--- src/rtl/ram_cycle_seq.sv ---
// DRAM cycle sequencer: runs one RAS/CAS access per clock-generator slot for
// the shifter or the CPU, and fills otherwise idle slots with RAS-only refresh.
module ram_cycle_seq #(
    parameter int RAM_AW  = 20,
    parameter int REF_DIV = 480
) (
    input  logic                  clk32,
    input  logic                  reset,
    input  logic                  cyc_en,
    input  logic                  cycsel,
    input  logic                  cpu_req,
    input  logic                  cpu_we,
    input  logic [RAM_AW-1:0]     cpu_addr,
    output logic                  cpu_ack,
    input  logic                  vid_req,
    input  logic [RAM_AW-1:0]     vid_addr,
    output logic                  vid_ack,
    output logic [RAM_AW/2-1:0]   ram_addr,
    output logic                  ras_n,
    output logic                  cas_n,
    output logic                  we_n,
    output logic                  sync_err
);

    localparam int HW = RAM_AW / 2;
    localparam int TW = (REF_DIV > 1) ? $clog2(REF_DIV) : 1;

    // Requester handshake: req is a level held by the requester; a grant is
    // taken only at a slot start, and ack is a single-cycle pulse at phase 5.
    // A slot aborted by an early cyc_en never acks, so the requester simply
    // keeps req high and is served in a later slot.
    typedef enum logic [1:0] {ST_IDLE, ST_ROW, ST_COL, ST_PRE} state_t;
    typedef enum logic [1:0] {OWN_NONE, OWN_CPU, OWN_VID, OWN_REF} owner_t;

    state_t            state_q, state_d;
    owner_t            owner_q, owner_d;
    owner_t            grant_owner;
    logic [2:0]        p_q, p_d;
    logic [RAM_AW-1:0] addr_q, addr_d;
    logic              wr_q, wr_d;
    logic [HW-1:0]     ref_row_q, ref_row_d;
    logic              ref_due_q, ref_due_d;
    logic [TW-1:0]     ref_cnt_q, ref_cnt_d;
    logic              armed_q, armed_d;
    logic              sat_q, sat_d;
    logic [HW-1:0]     ram_addr_q, ram_addr_d;
    logic              ras_n_q, ras_n_d;
    logic              cas_n_q, cas_n_d;
    logic              we_n_q, we_n_d;
    logic              cpu_ack_q, cpu_ack_d;
    logic              vid_ack_q, vid_ack_d;
    logic              sync_err_q, sync_err_d;

    logic early, grant, ref_wrap, ref_done, sat_hit, in_ras;

    // Slot phase, ownership and FSM next state.
    always_comb begin
        early = cyc_en && (p_q != 3'd7) && (state_q != ST_IDLE);
        if (cycsel) begin
            grant_owner = vid_req ? OWN_VID : (ref_due_q ? OWN_REF : OWN_NONE);
        end else begin
            grant_owner = cpu_req ? OWN_CPU : (ref_due_q ? OWN_REF : OWN_NONE);
        end
        grant = cyc_en && !early && (grant_owner != OWN_NONE);

        p_d     = cyc_en ? 3'd0 : ((p_q == 3'd7) ? 3'd7 : p_q + 3'd1);
        state_d = state_q;
        owner_d = owner_q;
        addr_d  = addr_q;
        wr_d    = wr_q;

        if (cyc_en) begin
            if (grant) begin
                state_d = ST_ROW;
                owner_d = grant_owner;
                addr_d  = cycsel ? vid_addr : cpu_addr;
                wr_d    = (grant_owner == OWN_CPU) && cpu_we;
            end else begin
                state_d = ST_IDLE;
                owner_d = OWN_NONE;
                wr_d    = 1'b0;
            end
        end else begin
            case (state_q)
                ST_ROW: begin
                    // Refresh never opens a column: it holds ROW until precharge.
                    if (owner_q == OWN_REF) begin
                        if (p_d == 3'd6) state_d = ST_PRE;
                    end else if (p_d == 3'd2) begin
                        state_d = ST_COL;
                    end
                end
                ST_COL: begin
                    if (p_d == 3'd6) state_d = ST_PRE;
                end
                ST_PRE: begin
                    if (p_d == 3'd7) begin
                        state_d = ST_IDLE;
                        owner_d = OWN_NONE;
                        wr_d    = 1'b0;
                    end
                end
                default: ;
            endcase
        end
    end

    // Refresh timer and row counter; a wrap in the clearing clock keeps ref_due.
    always_comb begin
        ref_wrap  = (ref_cnt_q == TW'(REF_DIV - 1));
        ref_cnt_d = ref_wrap ? '0 : ref_cnt_q + TW'(1);
        ref_done  = (state_d == ST_ROW) && (owner_d == OWN_REF) && (p_d == 3'd5);
        ref_row_d = ref_done ? ref_row_q + HW'(1) : ref_row_q;
        ref_due_d = ref_wrap ? 1'b1 : (ref_done ? 1'b0 : ref_due_q);
    end

    // Slot-timing supervision. Missing-strobe detection is armed by the first
    // cyc_en after reset, so the wait for the generator to start is not an error.
    always_comb begin
        sat_hit    = !cyc_en && (p_q == 3'd7) && armed_q;
        sync_err_d = early || (sat_hit && !sat_q);
        sat_d      = cyc_en ? 1'b0 : (sat_q || sat_hit);
        armed_d    = armed_q || cyc_en;
    end

    // Pin outputs are decoded from the next phase/state so the registered pins
    // line up with the phase register.
    always_comb begin
        ras_n_d    = 1'b1;
        cas_n_d    = 1'b1;
        we_n_d     = 1'b1;
        cpu_ack_d  = 1'b0;
        vid_ack_d  = 1'b0;
        ram_addr_d = ram_addr_q;
        in_ras     = (p_d >= 3'd1) && (p_d <= 3'd5);

        if (state_d != ST_IDLE) begin
            if (owner_d == OWN_REF) begin
                if (grant) ram_addr_d = ref_row_q;
                ras_n_d = !in_ras;
            end else begin
                ram_addr_d = (p_d <= 3'd1) ? addr_d[RAM_AW-1:HW] : addr_d[HW-1:0];
                ras_n_d    = !in_ras;
                cas_n_d    = !((p_d >= 3'd3) && (p_d <= 3'd5));
                we_n_d     = !(wr_d && (p_d >= 3'd2) && (p_d <= 3'd5));
                cpu_ack_d  = (owner_d == OWN_CPU) && (p_d == 3'd5);
                vid_ack_d  = (owner_d == OWN_VID) && (p_d == 3'd5);
            end
        end
    end

    always_ff @(posedge clk32) begin
        if (reset) begin
            state_q    <= ST_IDLE;
            owner_q    <= OWN_NONE;
            p_q        <= 3'd7;
            addr_q     <= '0;
            wr_q       <= 1'b0;
            ref_row_q  <= '0;
            ref_due_q  <= 1'b0;
            ref_cnt_q  <= '0;
            armed_q    <= 1'b0;
            sat_q      <= 1'b0;
            ram_addr_q <= '0;
            ras_n_q    <= 1'b1;
            cas_n_q    <= 1'b1;
            we_n_q     <= 1'b1;
            cpu_ack_q  <= 1'b0;
            vid_ack_q  <= 1'b0;
            sync_err_q <= 1'b0;
        end else begin
            state_q    <= state_d;
            owner_q    <= owner_d;
            p_q        <= p_d;
            addr_q     <= addr_d;
            wr_q       <= wr_d;
            ref_row_q  <= ref_row_d;
            ref_due_q  <= ref_due_d;
            ref_cnt_q  <= ref_cnt_d;
            armed_q    <= armed_d;
            sat_q      <= sat_d;
            ram_addr_q <= ram_addr_d;
            ras_n_q    <= ras_n_d;
            cas_n_q    <= cas_n_d;
            we_n_q     <= we_n_d;
            cpu_ack_q  <= cpu_ack_d;
            vid_ack_q  <= vid_ack_d;
            sync_err_q <= sync_err_d;
        end
    end

    assign ram_addr = ram_addr_q;
    assign ras_n    = ras_n_q;
    assign cas_n    = cas_n_q;
    assign we_n     = we_n_q;
    assign cpu_ack  = cpu_ack_q;
    assign vid_ack  = vid_ack_q;
    assign sync_err = sync_err_q;

endmodule

--- config.mk ---
export PLATFORM = sky130hd
export DESIGN_NAME = ram_cycle_seq
export DESIGN_NICKNAME = d
export VERILOG_FILES = /design/src/rtl/ram_cycle_seq.sv
export SDC_FILE = /design/constraint.sdc
export NUM_CORES = 1
export LEC_CHECK = 0
export BUFFER_PORTS_ARGS = -buffer_cell sky130_fd_sc_hd__buf_2
export CELL_PAD_IN_SITES_DETAIL_PLACEMENT = 1
export CELL_PAD_IN_SITES_GLOBAL_PLACEMENT = 2
export CORE_MARGIN = 2
export CORE_UTILIZATION = 35
export CTS_CLUSTER_SIZE = 24
export DETAILED_ROUTE_END_ITERATION = 10
export GPL_TIMING_DRIVEN = 0
export PLACE_DENSITY = 0.89
export SYNTH_ARGS = -nofsm -noshare
export SYNTH_HDL_FRONTEND = slang
export SYNTH_SLANG_ARGS = --single-unit
--- constraint.sdc ---
create_clock -name clk32 -period 4.4 [get_ports clk32]
set_clock_uncertainty 0.2 [all_clocks]
set_input_delay 0.44 -clock clk32 [delete_from_list [all_inputs] [get_ports clk32]]
set_output_delay 0.44 -clock clk32 [all_outputs]
set_load 0.01 [all_outputs]
==> results of run 1 <==
sequential cells by signal, indices dropped and copies added (netlist names):
register and flops:
sync_err 1, we_n 1, cas_n 1, p_q 3, vid_ack 1, ref_cnt_q 9, sat_q 1, ras_n 1
owner_q 2, state_q 2, wr_q 1, ram_addr 10, cpu_ack 1, ref_due_q 1, addr_q 20, ref_row_q 10
armed_q 1
worst register-to-register path, stage by stage, from the launching register on:
cell and delay (ps):
dfxtp_1 500, ha_1 290, clkbuf_1 220, nand2b_1 170, a21oi_1 170, o32ai_1 570, nand4_1 280, buf_2 260
nor4_1 330, mux2_2 370
layout by cell type (no fill, tap or decap), drive strengths merged, types with 10 or more instances in the layout:
master,count
nor2,43
a211oi,19
nand3,11
mux2i,22
a21o,10
nand2,24
clkbuf,23
a21oi,20
inv,18
buf,73
dfxtp,66
cell type report:
type | count | area (um^2)
multi-input combinational | 265 | 1757
timing repair buffer | 60 | 300.3
sequential | 66 | 1321
buffer | 27 | 127.6
inverter | 16 | 60.06
fill | 1102 | 5270
clock inverter | 7 | 53.80
clock buffer | 9 | 123.9
tap | 111 | 138.9
cell usage after synthesis, types with 2 or more instances:
cell type  count  share of area (%)
mux2i_1       22                6.7
and3_1         3               0.57
nand3b_1       9                2.1
or2_2          3               0.57
a21o_1        10                2.3
inv_1         16                1.8
nand4_1        6                1.1
nor3b_1        9                2.1
o32ai_1        2               0.54
clkbuf_1      13                1.5
or3_1          2               0.38
nor2b_1        4               0.77
ha_1           3                1.1
a21oi_1       20                3.1
or4_1          5                1.1
nor4_1         2               0.38
o311ai_0       2               0.54
o31ai_1        5                1.1
a32o_1         8                2.5
and4_1         3               0.80
buf_2          9                1.4
buf_1          3               0.34
a211oi_1      17                3.9
o211ai_1       9                2.1
and2_1         2               0.38
xor2_1         5                1.3
nand3_1       11                1.7
nand2b_1       2               0.38
nor3_1         6               0.92
dfxtp_1       66                 40
nor2_1        43                4.9
buf_6          2               0.69
o41ai_1        3               0.80
nand2_1       23                2.6
o21ai_0        7                1.1
xnor2_1        2               0.54
power breakdown:
part	internal, mW	total, mW	leakage, nW	switching [mW]
Clock	0.208	0.478	0.0822	0.271
Combinational	0.0857	0.203	0.910	0.118
Sequential	0.626	0.645	0.539	0.0189
Total	0.920	1.33	1.53	0.407
path summary, 6_finish.rpt:
path | startpoint | to | slack, ps
setup / recovery | p_q[0]$_SDFF_PP1_ | ref_row_q[8]$_SDFFE_PP0P_ | 960
hold / removal | cpu_we | wr_q$_SDFF_PP0_ | 200
setup reg to reg | p_q[0]$_SDFF_PP1_ | ref_row_q[8]$_SDFFE_PP0P_ | 960
hold reg to reg | wr_q$_SDFF_PP0_ | wr_q$_SDFF_PP0_ | 280
logic make-up after synthesis:
logic type / Yosys count / share of synthesized area, %
XOR/XNOR: 8 / 2.376
AO/OA/AOI/OAI: 93 / 21.00
adder cells (fa/ha/maj): 3 / 1.150
multiplexers: 23 / 7.088
flip-flops: 66 / 40.46
AND/OR/NAND/NOR: 138 / 22.18
buffers and inverters: 43 / 5.747
layer usage:
| layer | up-vias | routed length (um) | global-route usage (%) |
|---|---|---|---|
| met5 | - | 0 | 0 |
| met4 | 0 | 224 | 8.641 |
| met3 | 18 | 280 | 3.398 |
| met2 | 63 | 4544 | 33.69 |
| met1 | 1472 | 4267 | 24.77 |
| li1 | 1509 | - | - |
==> summary.txt, run 1 <==
Timing
  – Setup TNS: 0 ps
  – Highest clock rate: 0.2904 GHz
  – Crit path time final: 3443 ps
  – Final count of pins violating max slew: 0
  – Unrepaired setup endpoints after global routing: false
  – Worst-margin pin slew: 898.1 ps
  – Final Hold Slack: 197.9 ps
  – Setup Viol. Count Final: 0
  – Hold Fails Final Rpt: 0
  – Tcrit/Tclk final: 78.26%
  – Rel. slew slack: 39.72%
  – Final worst slack: 956.7 ps

Routing
  – Vias after detailed routing: 3062
  – DR iter-0 viols: 127
  – Avg WL per Cell: 16.60 um
  – Drt pass-1 iters: 4
  – DRT antenna net count: 0
  – Drt drc: 0
  – Total Wirelength: 9315 um
  – Via density: 5.458

Critical path
  – CP endpoint kind: flop
  – Critical path's largest stage delay: 570 ps
  – CP max FO: 10
  – Critical path startpoint category: flop
  – CP Depth: 9
  – Length in cells of the worst reg-to-reg path: 9
  – Buf/Inv on CP: 2
  – Highest-delay cell along the critical path: o32ai_1
  – Worst-path cell chain: ha_1 > clkbuf_1 > nand2b_1 > a21oi_1 > o32ai_1 > nand4_1 > buf_2 > nor4_1 > mux2_2
  – Arrival @ worst endpoint: 3490 ps
  – CP Data Required Time: 4450 ps
  – Top delay family on crit path: simple AND/OR/NAND/NOR gates
  – WS Path Type: flop to flop

Synth
  – Ys flop type: dfxtp_1
  – Post-synth EDFFs: 0
  – Syn_area_per_cell: 8.732 um^2
  – Syn_nets: 424
  – Synth Cell Area: 0.003266 mm^2
  – Yosys cell types: 53
  – Synth warnings: 0
  – Synth Register Bits: 66
  – Ys async rst share: 0%
  – Seq/Total Area, Yosys: 40.46%
  – Cell count after synthesis: 374

Global routing
  – All-Layer GR Usage: 19.89%
  – Total grt overflow: 0
  – Largest net degree at the start of global routing: 14
  – Vias in the first global route: 3124
  – First-pass GRT wire length: 15700 um
  – Initial antenna violation count: 0

Hold path
  – Min-Delay Path Depth: 3
  – Hold WC Path Type: primary input to flop

Cells and area
  – Fin area: 0.003882 mm^2
  – Fin util: 42.42%
  – Final Net Count: 495
  – Area growth syn-to-layout: 18.89%
  – Non-Filler Instances: 561
  – Diodes inserted: 0
  – Layout cells sized above 1: 21.56%

Floorplan
  – Die area: 0.01012 mm^2
  – I/O pins: 63
  – Die Wd: 100.6 um
  – Core box area: 0.009153 mm^2
  – Site Rows: 35
  – Initial Util: 35.68%
  – Die Y: 100.6 um

Placement
  – Placed Cells: 544
  – Dpl ws: 958.3 ps
  – Final HPWL from detailed placement: 7069 um
  – Gpl congestion: 0.7765
  – Placed inst area: 0.003700 mm^2
  – IO buf count: 59

CTS
  – CTS buffer count: 9
  – Root buf cell: clkbuf_8
  – CTS tree: yes
  – Clk pin slew, worst setup/hold paths: 80 ps
  – Cts hold-fix bufs: 0
  – Post-CTS resize count: 0
  – Post-CTS setup buffers: 0
  – CTS max path bufs: 2
  – Total clock sinks: 66
  – Clock latency at the later pin of the worst-skew pair: 360 ps
  – Htree depth: 3

Power and ir drop
  – Peak VDD IR: 106.9 uV
  – Pwr Density: 341.7 mW/mm^2
  – Leak Pwr: 1.530 nW
  – Total power: 1.327 mW

Run status
  – Status: complete, no violations

Run
  – Max cap viols: 0
(Power assumes the default switching activity.)
==> run 2: changes to the inputs <==
--- a/config.mk
+++ b/config.mk
@@ -5,15 +5,16 @@
 export SDC_FILE = /design/constraint.sdc
 export NUM_CORES = 1
 export LEC_CHECK = 0
+export ABC_AREA = 1
 export BUFFER_PORTS_ARGS = -buffer_cell sky130_fd_sc_hd__buf_2
 export CELL_PAD_IN_SITES_DETAIL_PLACEMENT = 1
 export CELL_PAD_IN_SITES_GLOBAL_PLACEMENT = 2
 export CORE_MARGIN = 2
-export CORE_UTILIZATION = 35
+export CORE_UTILIZATION = 29
 export CTS_CLUSTER_SIZE = 24
 export DETAILED_ROUTE_END_ITERATION = 10
 export GPL_TIMING_DRIVEN = 0
-export PLACE_DENSITY = 0.89
+export PLACE_DENSITY = 0.83
 export SYNTH_ARGS = -nofsm -noshare
 export SYNTH_HDL_FRONTEND = slang
 export SYNTH_SLANG_ARGS = --single-unit
==> constraint.sdc (replaced) <==
create_clock -name clk32 -period 3.3 [get_ports clk32]
set_clock_uncertainty 0.2 [all_clocks]
set_input_delay 0.33 -clock clk32 [delete_from_list [all_inputs] [get_ports clk32]]
set_output_delay 0.33 -clock clk32 [all_outputs]
set_load 0.01 [all_outputs]
==> run 2 against run 1 <==
Worst hold slack got worse by 110 ps. Critical path depth increased by 3. Sequential cell count unchanged. Clock power increased by 120%. Wire length increased by 7.0%. Global-route usage decreased by 2.8 points. Design area increased by 6.6%. Non-clock buffer count decreased by 2. Largest power group is now clock. Combinational power increased by 70%.
==> summary.txt, run 2 <==
Cells and area
  – Final Net Count: 630
  – Layout cells sized above 1: 17.95%
  – Most flop-heavy register: addr_q
  – Diodes inserted: 0
  – Area growth syn-to-layout: 24.46%
  – Max reg flops: 20
  – Fin area: 0.004138 mm^2
  – Most frequent cells in the layout: nand2_1 (173), nand3_1 (77), buf_2 (69), dfxtp_1 (66), nor2_1 (48)
  – Commonest non-fill, non-tap cell in the layout: nand2_1

Synth
  – Post-synth EDFFs: 0
  – Synth Cell Area: 0.003324 mm^2
  – Synth warnings: 0
  – Synth Area in Compound Gates: 8.242%
  – Ys async rst share: 0%
  – Post-Synth Adder-Cell Area: 1.129%
  – Synth Area in Simple Gates: 39.93%
  – Largest family of logic cells by synthesized area: simple AND/OR/NAND/NOR gates
  – Post-synth top area cell: dfxtp_1
  – Cell count after synthesis: 508
  – Seq/Total Area, Yosys: 39.74%
  – Count leader, synth: nand2_1
  – Yosys cell types: 29
  – Largest cells by area after synthesis: dfxtp_1 (40%), nand2_1 (20%), nand3_1 (12%)
  – Synth Register Bits: 66
  – Mux share of post-synthesis cell area: 0%
  – Most frequent cells after synthesis: nand2_1 (173), nand3_1 (77), dfxtp_1 (66)
  – Syn_nets: 558
  – XOR/XNOR share of the synthesized area: 2.898%
  – Ys flop type: dfxtp_1
  – Top cell type's share of synthesized area: 39.74%
  – Syn_area_per_cell: 6.544 um^2

Critical path
  – Critical path startpoint category: flop
  – CP Data Required Time: 3320 ps
  – Arrival @ worst endpoint: 2520 ps
  – WS Path Type: flop to flop
  – CP max FO: 10
  – CP endpoint kind: flop

Hold path
  – Hold WC Path Type: primary input to flop

Timing
  – Rel. slew slack: 61.26%
  – Setup Viol. Count Final: 0
  – Highest clock rate: 0.4003 GHz
  – Unrepaired setup endpoints after global routing: false
  – Final count of pins violating max slew: 0
  – Crit path time final: 2498 ps
  – Setup TNS: 0 ps
  – Hold Fails Final Rpt: 0
  – Worst-margin pin slew: 581.1 ps
  – Tcrit/Tclk final: 75.70%

Placement
  – Placed inst area: 0.003809 mm^2
  – IO buf count: 61
  – Gpl congestion: 0.8284
  – Final HPWL from detailed placement: 7654 um

CTS
  – Post-CTS resize count: 0
  – Cts hold-fix bufs: 0
  – CTS tree: yes
  – Total clock sinks: 66
  – CTS max path bufs: 2
  – Post-CTS setup buffers: 0
  – Clk pin slew, worst setup/hold paths: 60 ps
  – Clock latency at the later pin of the worst-skew pair: 330 ps
  – Htree depth: 3
  – CTS buffer count: 9
  – Root buf cell: clkbuf_16

Floorplan
  – Initial Util: 29.37%
  – Core box area: 0.01132 mm^2
  – Die Y: 111.1 um
  – Die area: 0.01234 mm^2
  – Site Rows: 39
  – Die Wd: 111.1 um
  – I/O pins: 63

Run
  – Max cap viols: 0

Routing
  – DR iter-0 viols: 103
  – Via density: 4.727
  – Vias after detailed routing: 3441
  – Total Wirelength: 9970 um
  – Drt drc: 0
  – Avg WL per Cell: 13.70 um
  – DRT antenna net count: 0
  – Drt pass-1 iters: 4

Power and ir drop
  – Leak Pwr: 1.918 nW
  – Peak VDD IR: 215.4 uV
  – Pwr Density: 540.7 mW/mm^2

Global routing
  – Largest net degree at the start of global routing: 13
  – Total grt overflow: 0
  – Vias in the first global route: 3573
  – First-pass GRT wire length: 16840 um
  – Initial antenna violation count: 0
  – All-Layer GR Usage: 17.05%

Run status
  – Status: complete, no violations
==> run 2: changes by cell type after synthesis, sizes merged, moves of 10 or more <==
cell,delta
a211oi,-19
a21o,-10
a21oi,+21
inv,+21
mux2i,-22
nand2,+153
nand3,+66
==> run 2: final timing paths <==
kind,cells past startpoint,endpoint,slack [ps],from
hold reg to reg,1,ref_cnt_q[0]$_SDFF_PP0_,240,ref_cnt_q[0]$_SDFF_PP0_
setup / recovery,12,ram_addr[3]$_SDFFE_PP0P_,800,p_q[0]$_SDFF_PP1_
hold / removal,2,sat_q$_SDFF_PP0_,90,cyc_en
setup reg to reg,12,ram_addr[3]$_SDFFE_PP0P_,800,p_q[0]$_SDFF_PP1_
==> run 2: where the power goes <==
group | internal, mW | switching [mW] | total [mW]
clock network | 0.682 | 0.358 | 1.04
logic | 0.122 | 0.222 | 0.345
registers | 0.836 | 0.0169 | 0.853
total | 1.64 | 0.597 | 2.24
==> run 2: per-stage QoR <==
step                setup WS [ps]  instances  hold WS [ps]  power, mW  util (%)
floorplan                    1346        508         217.6      1.092         -
global placement            834.5        712         227.6      1.208     33.64
detailed placement          796.4        712         245.7      1.219     33.64
CTS                         767.7        728         70.68      2.266     36.55
global route                583.9        728         83.81      2.353     36.55
finish                      801.9        728         87.69      2.237     36.55
==> run 2: per-layer routing <==
layer	track usage [%]	part of all wire, %	vias to the layer above	wire, um
met5	0	0	-	0
met4	6.749	2.7	0	271
met3	4.101	2.9	16	288
met2	31.00	52	32	5182
met1	19.13	42	1619	4227
li1	-	-	1774	-
==> run 2: worst max-delay path, cell delays in order, from the launching register on <==
cell	delay (ps)
dfxtp_1	330
ha_1	250
nand2_2	130
nand2_1	70
nand2_2	130
nand2_1	150
inv_1	110
clkbuf_1	420
nand3_1	220
nand3_1	170
nand2_1	60
nor2_1	90
nor2_1	50
==> run 2: kinds of logic (layout without fill, tap and decap cells) <==
logic type	count (synthesis)	count (layout)
compound gates	51	51
fa+ha+maj	3	3
flops	66	66
buf+inv	62	139
xor+xnor	11	11
simple gates	315	315
==> run 2: area by class of cell <==
type | count | area [um^2]
Sequential cell | 66 | 1321
Multi-Input combinational cell | 380 | 1735
Timing Repair Buffer | 61 | 305.3
Clock inverter | 6 | 90.09
Buffer | 24 | 122.6
Fill cell | 1458 | 7183
Clock buffer | 10 | 239.0
Inverter | 38 | 145.1
Tap cell | 143 | 178.9
